### config.mk
export PLATFORM = sky130hd
export DESIGN_NAME = load_store_unit
export DESIGN_NICKNAME = d
export VERILOG_FILES = /design/src/rtl/load_store_unit.sv
export SDC_FILE = /design/constraint.sdc
export NUM_CORES = 1
export LEC_CHECK = 0
export ABC_AREA = 1
export BUFFER_PORTS_ARGS = -buffer_cell sky130_fd_sc_hd__buf_4
export CORE_MARGIN = 2
export CORE_UTILIZATION = 25
export DETAILED_ROUTE_END_ITERATION = 16
export PLACE_DENSITY_LB_ADDON = 0.25
export SYNTH_ARGS = -nofsm -noshare
export SYNTH_HDL_FRONTEND = slang
export SYNTH_SLANG_ARGS = --single-unit
### constraint.sdc
create_clock -name clk_i -period 2.6 [get_ports clk_i]
set_input_delay 0.26 -clock clk_i [delete_from_list [all_inputs] [get_ports clk_i]]
set_output_delay 0.26 -clock clk_i [all_outputs]
set_load 0.01 [all_outputs]
### src/rtl/load_store_unit.sv
// Byte-addressed load/store front end for a word-indexed 32-bit data memory.
// Sub-word stores are read-modify-write; loads are sign- or zero-extended.
module load_store_unit #(
    parameter int unsigned MEM_WORDS = 32
) (
    input  logic        clk_i,
    input  logic        reset_ni,
    input  logic        req_valid_i,
    output logic        req_ready_o,
    input  logic        req_we_i,
    input  logic [1:0]  req_size_i,
    input  logic        req_unsigned_i,
    input  logic [31:0] req_addr_i,
    input  logic [31:0] req_wdata_i,
    output logic        resp_valid_o,
    input  logic        resp_ready_i,
    output logic [31:0] resp_rdata_o,
    output logic        resp_misaligned_o,
    output logic        resp_fault_o,
    output logic        mem_write_o,
    output logic [1:0]  mem_size_o,
    output logic [31:0] mem_addr_o,
    output logic [31:0] mem_wdata_o,
    input  logic [31:0] mem_rdata_i
);

    typedef enum logic [2:0] {
        StIdle,
        StRead,
        StData,
        StWrite,
        StResp
    } state_e;

    state_e      state_q, state_d;
    logic        we_q, we_d;
    logic [1:0]  size_q, size_d;
    logic        uns_q, uns_d;
    logic [31:0] addr_q, addr_d;
    logic [31:0] wdata_q, wdata_d;
    logic [31:0] rdata_q, rdata_d;
    logic        mis_q, mis_d;
    logic        fault_q, fault_d;

    logic        req_mis;
    logic        req_fault;
    logic [31:0] req_word_idx;
    logic [4:0]  byte_sh;
    logic [4:0]  half_sh;
    logic [7:0]  byte_val;
    logic [15:0] half_val;
    logic [31:0] load_ext;
    logic [31:0] merged;

    // Request decode: alignment and range are judged on the live request in IDLE.
    always_comb begin
        req_mis = 1'b0;
        case (req_size_i)
            2'b00:   req_mis = 1'b0;
            2'b01:   req_mis = req_addr_i[0];
            2'b10:   req_mis = |req_addr_i[1:0];
            default: req_mis = 1'b1;
        endcase
        req_word_idx = {2'b00, req_addr_i[31:2]};
        req_fault    = (req_word_idx >= MEM_WORDS);
    end

    // Lane selection for the registered request, little-endian.
    always_comb begin
        byte_sh  = {addr_q[1:0], 3'b000};
        half_sh  = {addr_q[1], 4'b0000};
        byte_val = mem_rdata_i[byte_sh +: 8];
        half_val = mem_rdata_i[half_sh +: 16];

        load_ext = mem_rdata_i;
        case (size_q)
            2'b00:   load_ext = uns_q ? {24'b0, byte_val} : {{24{byte_val[7]}}, byte_val};
            2'b01:   load_ext = uns_q ? {16'b0, half_val} : {{16{half_val[15]}}, half_val};
            default: load_ext = mem_rdata_i;
        endcase

        merged = mem_rdata_i;
        if (size_q == 2'b00) begin
            merged[byte_sh +: 8] = wdata_q[7:0];
        end else begin
            merged[half_sh +: 16] = wdata_q[15:0];
        end
    end

    always_comb begin
        state_d = state_q;
        we_d    = we_q;
        size_d  = size_q;
        uns_d   = uns_q;
        addr_d  = addr_q;
        wdata_d = wdata_q;
        rdata_d = rdata_q;
        mis_d   = mis_q;
        fault_d = fault_q;

        case (state_q)
            StIdle: begin
                if (req_valid_i) begin
                    we_d    = req_we_i;
                    size_d  = req_size_i;
                    uns_d   = req_unsigned_i;
                    addr_d  = req_addr_i;
                    wdata_d = req_wdata_i;
                    rdata_d = 32'h0;
                    mis_d   = req_mis;
                    // Misalignment takes precedence over an out-of-range index.
                    fault_d = !req_mis && req_fault;
                    if (req_mis || req_fault) begin
                        state_d = StResp;
                    end else if (!req_we_i || (req_size_i != 2'b10)) begin
                        state_d = StRead;
                    end else begin
                        state_d = StWrite;
                    end
                end
            end
            StRead: begin
                state_d = StData;
            end
            StData: begin
                if (we_q) begin
                    wdata_d = merged;
                    state_d = StWrite;
                end else begin
                    rdata_d = load_ext;
                    state_d = StResp;
                end
            end
            StWrite: begin
                state_d = StResp;
            end
            StResp: begin
                if (resp_ready_i) begin
                    state_d = StIdle;
                end
            end
            default: begin
                state_d = StIdle;
            end
        endcase
    end

    always_ff @(posedge clk_i or negedge reset_ni) begin
        if (!reset_ni) begin
            state_q <= StIdle;
            we_q    <= 1'b0;
            size_q  <= 2'b00;
            uns_q   <= 1'b0;
            addr_q  <= 32'h0;
            wdata_q <= 32'h0;
            rdata_q <= 32'h0;
            mis_q   <= 1'b0;
            fault_q <= 1'b0;
        end else begin
            state_q <= state_d;
            we_q    <= we_d;
            size_q  <= size_d;
            uns_q   <= uns_d;
            addr_q  <= addr_d;
            wdata_q <= wdata_d;
            rdata_q <= rdata_d;
            mis_q   <= mis_d;
            fault_q <= fault_d;
        end
    end

    // Ready is gated by reset so every output except mem_size_o reads 0 while in reset.
    always_comb begin
        req_ready_o       = reset_ni && (state_q == StIdle);
        resp_valid_o      = (state_q == StResp);
        resp_rdata_o      = rdata_q;
        resp_misaligned_o = mis_q;
        resp_fault_o      = fault_q;
        mem_write_o       = (state_q == StWrite);
        mem_size_o        = 2'b10;
        mem_addr_o        = {2'b00, addr_q[31:2]};
        mem_wdata_o       = wdata_q;
    end

endmodule

* Yosys cells after proc, flatten, opt, wreduce, memory -nomap -nowiden
Cells that the tools add are included.
** Storage, ports and cells
- Input bits :: 104
- Output and inout port bits :: 103
- Flip-flop bits (word level) :: 105
- Word-level logic and storage cells :: 64
** Cells by class
- Shifts and indexed selects :: 6
- $lt $le $gt $ge :: 1
- Multiplexer cells :: 19
- Add/sub/neg operators :: 2
- Equal/unequal tests :: 12
- Reductions and logical operators :: 15
** Operators by type and width (count)
- 32-bit 2-to-1 mux :: 7
- 32-bit case mux with 2 select lines :: 3
- 32-bit bitwise mux :: 2
- 16-bit by 7-bit variable shift with 32-bit output, first input constant :: 1
- 8-bit by 7-bit variable shift with 32-bit output, first input constant :: 1
- 16-bit by 7-bit indexed part select with 32-bit output :: 1
- 32-bit by 6-bit indexed part select with 16-bit output :: 1
- 32-bit by 6-bit indexed part select with 8-bit output :: 1
- 8-bit by 7-bit indexed part select with 32-bit output :: 1
- 30-bit by 6-bit greater-or-equal comparator with 1-bit output, second input constant :: 1
- 3-bit case mux with 5 select lines :: 1
- 5-bit negator with 7-bit output :: 2
- 3-bit 2-to-1 mux :: 4
- 2-bit != test, second input constant :: 4
- 3-bit by 2-bit == test with 1-bit output, second input constant :: 2
- 3-bit AND reduction :: 2
- 2-bit by 1-bit == test with 1-bit output, second input constant :: 2
- 2-bit zero test :: 2
- 2-bit AND reduction :: 2
- 3-bit by 1-bit == test with 1-bit output, second input constant :: 1
- 3-bit == test, second input constant :: 1
- 3-bit zero test :: 1
- 1-bit case mux with 3 select lines :: 1
- 2-bit == test, second input constant :: 1
- other kinds (7) :: 10

* Depth between registers and ports, before layout
Gate-level depths: netlist (run 1).
- Word-level depth :: 6
- Gate-level depth with buffers :: 11

* Least setup slack after synthesis (run 1)
No wires, ideal clock.
- Path type :: register to register
- Start :: register addr_q[1]
- End :: register wdata_q[15] (netlist: mem_wdata_o[15])
- Data arrival time :: 2.001 ns
- Period minus slack after synthesis :: 2.077 ns
- Library setup time :: 0.076 ns
- Setup slack :: 0.523 ns
- Stages on the path, launching flop included :: 12
- Cells stage by stage :: dfrtp_1 -> inv_1 -> buf_2 -> buf_1 -> ha_1 -> buf_1 -> nand2_1 -> o22ai_1 -> nand2_1 -> o211ai_1 -> nand2_1 -> o21ai_1
** Between the ends
- Word-level cells in the longest chain between the ends :: 6
- Elaborated cells on any way between the ends :: 11
- Those cells by class :: 2 x add/sub; 4 x shift; 5 x mux
** RTL lines
- start: declaration :: line 39 : logic [31:0] addr_q, addr_d;
- start signal: assignment :: line 164 : addr_q <= addr_d;
- 5-bit negator with 7-bit output, on equally long branches :: line 86, 84
- 16-bit by 7-bit indexed part select with 32-bit output, or another cell as far along :: line 86 : merged[half_sh +: 16] = wdata_q[15:0];
- 32-bit bitwise mux, on equally long branches :: line 86, 84
- 32-bit 2-to-1 mux * :: line 83 : if (size_q == 2'b00) begin
- 32-bit 2-to-1 mux * :: line 126 : if (we_q) begin
- 32-bit case mux with 2 select lines * :: line 101 : case (state_q)
- end signal: assignment :: line 165 : wdata_q <= wdata_d;
- end: declaration :: line 40 : logic [31:0] wdata_q, wdata_d;
Mark *: on every way between the ends. The rest lies on a longest branch, timed or not. The select of a mux whose other input is x is not followed.
A chain may end at the register's enable or synchronous reset.

* Worst setup path after layout (run 1)
- Start :: register addr_q[0]
- End :: register wdata_q[7] (netlist: mem_wdata_o[7])
** Between the ends
- Word-level cells in the longest chain between the ends :: 6
- Elaborated cells on any way between the ends :: 7
- Those cells by class :: 1 x add/sub; 2 x shift; 4 x mux
** RTL lines
- 5-bit negator with 7-bit output * :: line 84 : merged[byte_sh +: 8] = wdata_q[7:0];
- 8-bit by 7-bit indexed part select with 32-bit output / 8-bit by 7-bit variable shift with 32-bit output (equally long branches) :: line 84
- 32-bit bitwise mux * :: line 84
- 32-bit 2-to-1 mux * :: line 83
- 32-bit 2-to-1 mux * :: line 126
- 32-bit case mux with 2 select lines * :: line 101
Marks and branches as above.

==> results of run 1 <==
-- per-layer routing --
metal | global-route usage, % | up-vias
li1 | - | 3054
met1 | 22.2 | 2774
met2 | 26.7 | 274
met3 | 5.53 | 26
met4 | 4.55 | 0
met5 | 0 | -
-- worst paths after layout --
check,startpoint,endpoint,slack [ns],cells after the start
worst max register to register,addr_q[0],mem_wdata_o[7],0.53,10
min in group clk_i,req_addr_i[5],addr_q[5],0.09,3
worst min-delay path,reset_ni,mem_wdata_o[29],-0.02,2
worst max-delay path,addr_q[0],mem_wdata_o[7],0.53,10
max in group asynchronous,reset_ni,addr_q[27],2.09,2
worst min register to register,resp_rdata_o[5],resp_rdata_o[5],0.48,2
-- cell type report --
class / instances / area, um2
clock buffers: 12 / 246
clock inverters: 4 / 28.8
fillers: 2696 / 16200
inverters: 76 / 285
multi-input cells: 626 / 2830
flip-flops and latches: 105 / 2630
well taps: 324 / 405
repair buffers: 213 / 1610
-- report_power, final --
group	total, mW	switching (mW)	internal, mW
registers	2.55	0.415	2.13
clock network	1.33	0.654	0.679
logic	3.27	1.95	1.32
total	7.15	3.02	4.13
-- synth_stat cells (all sizes together) --
cell type | n | share of area, %
o22ai | 15 | 1.5
buf | 54 | 5.7
dfrtp | 105 | 43
nor3 | 4 | 0.51
nand3 | 27 | 2.5
a21oi | 53 | 4.5
o21a | 9 | 1.1
a21boi | 2 | 0.24
clkbuf | 18 | 1.1
or2 | 1 | 0.10
a31oi | 2 | 0.20
a41oi | 2 | 0.28
o221ai | 7 | 1.0
inv | 76 | 4.6
nand2 | 348 | 21
nor2 | 69 | 4.7
nand4 | 4 | 0.41
o211ai | 5 | 0.61
a22oi | 1 | 0.12
ha | 5 | 1.0
conb | 2 | 0.12
o21ai | 68 | 5.5
-- flip-flops by register name, indices dropped and copies added, names as in the netlist --
signal and flops:
resp_misaligned_o 1, size_q 2, state_q 3, we_q 1
mem_wdata_o 32, addr_q 32, resp_fault_o 1, resp_rdata_o 32
uns_q 1
-- cells by family (layout without fill, tap and decap cells) --
family | after synthesis | in the layout
compound gates | 164 | 164
fa+ha+maj | 5 | 5
buf+inv | 148 | 305
flops | 105 | 105
other cells | 2 | 4
simple gates | 453 | 453
==> flow_summary.yaml, run 1 <==
worst_setup_path:
  crit_buf_inv: 3
  path_common_cell: "nand2_1"
  cp_cell_sequence: "buf_4 > inv_1 > ha_1 > inv_1 > nand2_1 > o21ai_1 > nand3_1 > nand2_1 > nand2_1 > o21ai_1"
  critPathArrivalTime_ns: 2.35
  endpoint_kind: "flop"
  crit_family: "buffers and inverters"
  crit_slowest_cell: "dfrtp_1"
  cp-start-kind: "flop"
  worstSetupPathType: "flop to flop"
  cp_data_required_time_ns: 2.88
  critPathMaxStageDelay_ns: 0.38
  worst-path-max-fanout: 14
sta:
  rsz0062_at_grt: "false"
  fin_crit_ns: 2.07
  setup_ws_ns: 0.533
  tns_ns: 0
  drv_slew: 0
  tightest_slew_ns: 0.639
  fin_hold_ws_ns: -0.0231
  setup_viol: 0
  clock.fmax_mhz: 484
  report.final.hold_viol_count: 5
  timing.final.crit_share_pct: 79.5
  slew_headroom_pct: 57.4
  fin_worst_skew_ns: 0.0110
run_status:
  violations: "negative hold slack"
  status: "finished, violations left"
routing:
  met1_length_um: 9470
  first_pass_iters: 5
  drc: 0
  ant_nets: 0
  vias_per_cell: 4.51
  wire_per_inst_um: 16.2
  met3_length_um: 2150
  top_layer_used: "met4"
  detail_route.iter0.violations: 451
  wl_met2_um: 10000
  drt-total-wl_um: 22100
  vias: 6128
synth:
  yosys_warnings: 0
  synth_top_family_by_area: "simple AND/OR/NAND/NOR gates"
  synth_seq_area_share_pct: 42.7
  synth_fa_ha_area_share_pct: 1.02
  netlist_area_um2: 6160
  synth_xor_xnor_area_share_pct: 0
  synthDistinctLibCells: 33
  synthSimpleGateAreaFrac_pct: 29.7
  synth_compound_area_share_pct: 15.1
  ys_seq_elements: 105
  synthCells: 877
  synth_mux_area_share_pct: 0
  avgSynthCellArea_um2: 7.02
finish:
  drive_gt1_share_pct: 23.6
  fin_area_um2: 8040
  fin_cells: 1360
  final_util_pct: 33.1
  final_nets: 1140
  area_growth_pct: 30.6
  layout_commonest_cell: "nand2_1"
  layout_common_cells: "nand2_1 (344), buf_4 (212), dfrtp_1 (105)"
  antennaDiodeCount: 0
clock_tree:
  cts_hold_buf: 0
  cts_buffers: 9
  ctsLongestPathBuffers: 2
  clk_pin_slew_worst_paths_ns: 0.07
  cts_setup_buffers: 0
  clk-insertion-delay-late_ns: 0.36
  cts-root-buf: "clkbuf_16"
  cts.repair.resized: 0
  h-tree-depth: 3
  cts_tree: "built"
  clock_sink_count: 105
floorplanning:
  ios: 207
  die_h_um: 161
  dieWidth_um: 161
  dieArea_um2: 25900
  core_area_um2: 24200
  rows: 57
  start_util_pct: 25.4
global_routing:
  grt_pass1_wl_um: 33900
  grt_overflow: 0
  track_usage_pct: 16.9
  antenna_found_initial: 0
  grt_pass1_vias: 5975
  grt_start_max_net_pins: 106
power:
  p_total_mw: 7.15
  p_per_area_nw_per_um2: 890
  peakVddDrop_mv: 0.419
  p_leak_nw: 4.29
placement:
  gp_congestion: 0.926
  placed_area_um2: 7760
  place_inst: 1344
  port_buffers: 202
  dp_hpwl_um: 17100
  pre_cts_slack_ns: 0.555
run:
  cap_violations: 0
worst_hold_path:
  min_path_type: "input port to async pin"
Note: power is estimated with default switching activity, not from simulation.
==> run 2: changes to the inputs <==
- clock period: 2.6 -> 1.75 ns (I/O delays scaled with it)
==> run 2 against run 1 <==
Effect of this change: the run now ends clean; flip-flop and latch count unchanged; sequential power is 49% higher; non-clock buffer count increased by 29; die area unchanged; critical endpoint is now mem_wdata_o[22]; worst hold slack improved by 0.038 ns; first-iteration DRC count fell by 24%; clock-buffer cell count is 2 lower; final area grew 5.2%; clock skew up 0.00064 ns.
==> flow_summary.yaml, run 2 (synthesis results as in run 1) <==
finish:
  final_nets: 1171
  layout_common_cells: "nand2_1 (341), buf_4 (231), dfrtp_1 (101)"
  area_growth_pct: 37.3
  fin_cells: 1392
  final_util_pct: 34.9
  fin_area_um2: 8450
  layout_commonest_cell: "nand2_1"
  drive_gt1_share_pct: 27.7
placement:
  placed_area_um2: 7960
  gp_congestion: 0.879
  port_buffers: 202
  dp_hpwl_um: 17400
  pre_cts_slack_ns: -0.0881
  place_inst: 1363
sta:
  clock.fmax_mhz: 605
  fin_hold_ws_ns: 0.0149
  timing.final.crit_share_pct: 94.5
  fin_worst_skew_ns: 0.0116
  drv_slew: 0
  setup_ws_ns: 0.0962
  tightest_slew_ns: 0.507
  setup_viol: 0
  fin_crit_ns: 1.65
  report.final.hold_viol_count: 0
  tns_ns: 0
  slew_headroom_pct: 66.0
clock_tree:
  cts_buffers: 9
  clock_sink_count: 105
  ctsLongestPathBuffers: 2
  h-tree-depth: 3
  cts-root-buf: "clkbuf_16"
  clk-insertion-delay-late_ns: 0.36
  cts_tree: "built"
  clk_pin_slew_worst_paths_ns: 0.08
floorplanning:
  ios: 207
  dieWidth_um: 161
  start_util_pct: 25.4
  dieArea_um2: 25900
  core_area_um2: 24200
  die_h_um: 161
  rows: 57
worst_setup_path:
  r2r_end: "mem_wdata_o[22]"
  worst-path-max-fanout: 5
  endpoint_kind: "flop"
  cp_data_required_time_ns: 2.05
  cp-start-kind: "flop"
  rrSetupSlack_ns: 0.1
  worstReg2RegStart: "state_q[2]"
  worstSetupPathType: "flop to flop"
  rr_worst_depth: 9
  critPathArrivalTime_ns: 1.96
worst_hold_path:
  whs_endpoint: "addr_q[3]"
  min_path_type: "input port to flop"
  min_from: "req_addr_i[3]"
  min_path_cells: 3
routing:
  ant_nets: 0
  drc: 0
  detail_route.iter0.violations: 345
  vias_per_cell: 4.52
  first_pass_iters: 5
  vias: 6292
  wire_per_inst_um: 16.5
  drt-total-wl_um: 23000
global_routing:
  grt_pass1_vias: 6016
  grt_overflow: 0
  track_usage_pct: 17.3
  grt_pass1_wl_um: 34400
  grt_start_max_net_pins: 70
  antenna_found_initial: 1
run:
  cap_violations: 0
power:
  p_per_area_nw_per_um2: 1330
  p_total_mw: 11.2
  peakVddDrop_mv: 0.570
  p_leak_nw: 4.46
run_status:
  status: "finished clean"
==> run 2: what timing repair did <==
action                                  4_1_cts  5_1_grt
endpoints found under the setup margin        7       58
hold buffers                                  3        0
buffers inserted                              0        6
gates cloned                                  0        3
gates resized for setup                       3       29
endpoints found under the hold margin       101        0
pin swaps                                     0        3
==> run 2: where the power goes <==
group	internal [mW]	leakage (nW)	switching (mW)	total, mW
clock	1.12	0.143	0.999	2.12
combinational	2.23	2.99	3.08	5.31
sequential	3.18	1.33	0.625	3.80
total	6.53	4.46	4.70	11.2
==> run 2: layer usage <==
| metal | track usage, % | routed length, um |
|---|---|---|
| met1 | 22.3 | 9930 |
| met2 | 27.9 | 10600 |
| met3 | 5.17 | 2010 |
| met4 | 4.99 | 478 |
| met5 | 0 | 0 |
==> run 2: how the worst max path moves through the flow <==
stage / startpoint / end / slack [ns] / depth (start not counted)
detailed placement: addr_q[1] / resp_rdata_o[10] / -0.09 / 9
CTS: addr_q[1] / resp_rdata_o[31] / -0.02 / 9
global route: state_q[2] / mem_wdata_o[22] / -0.005 / 9
floorplan: addr_q[1] / mem_wdata_o[15] / 0.002 / 11
global placement: addr_q[1] / resp_rdata_o[10] / -0.05 / 9
finish: state_q[2] / mem_wdata_o[22] / 0.1 / 9
==> run 2: cell type report <==
class                   count  area (um2)
repair buffers            242        1920
inverters                  76         293
flip-flops and latches    105        2630
fillers                  2623       15800
multi-input cells         626        2890
clock buffers              10         229
well taps                 324         405
repair inverters            2        12.5
clock inverters             6        65.1
diodes                      1        2.50
==> run 2: critical path, stage by stage, from the launching register on <==
cell and delay [ns]:
dfrtp_2 0.44, inv_2 0.09, nand3_4 0.09, buf_12 0.15, nor2_4 0.17, clkinvlp_4 0.20, buf_4 0.18, o21ai_0 0.12
o21ai_0 0.10, nand2_1 0.07
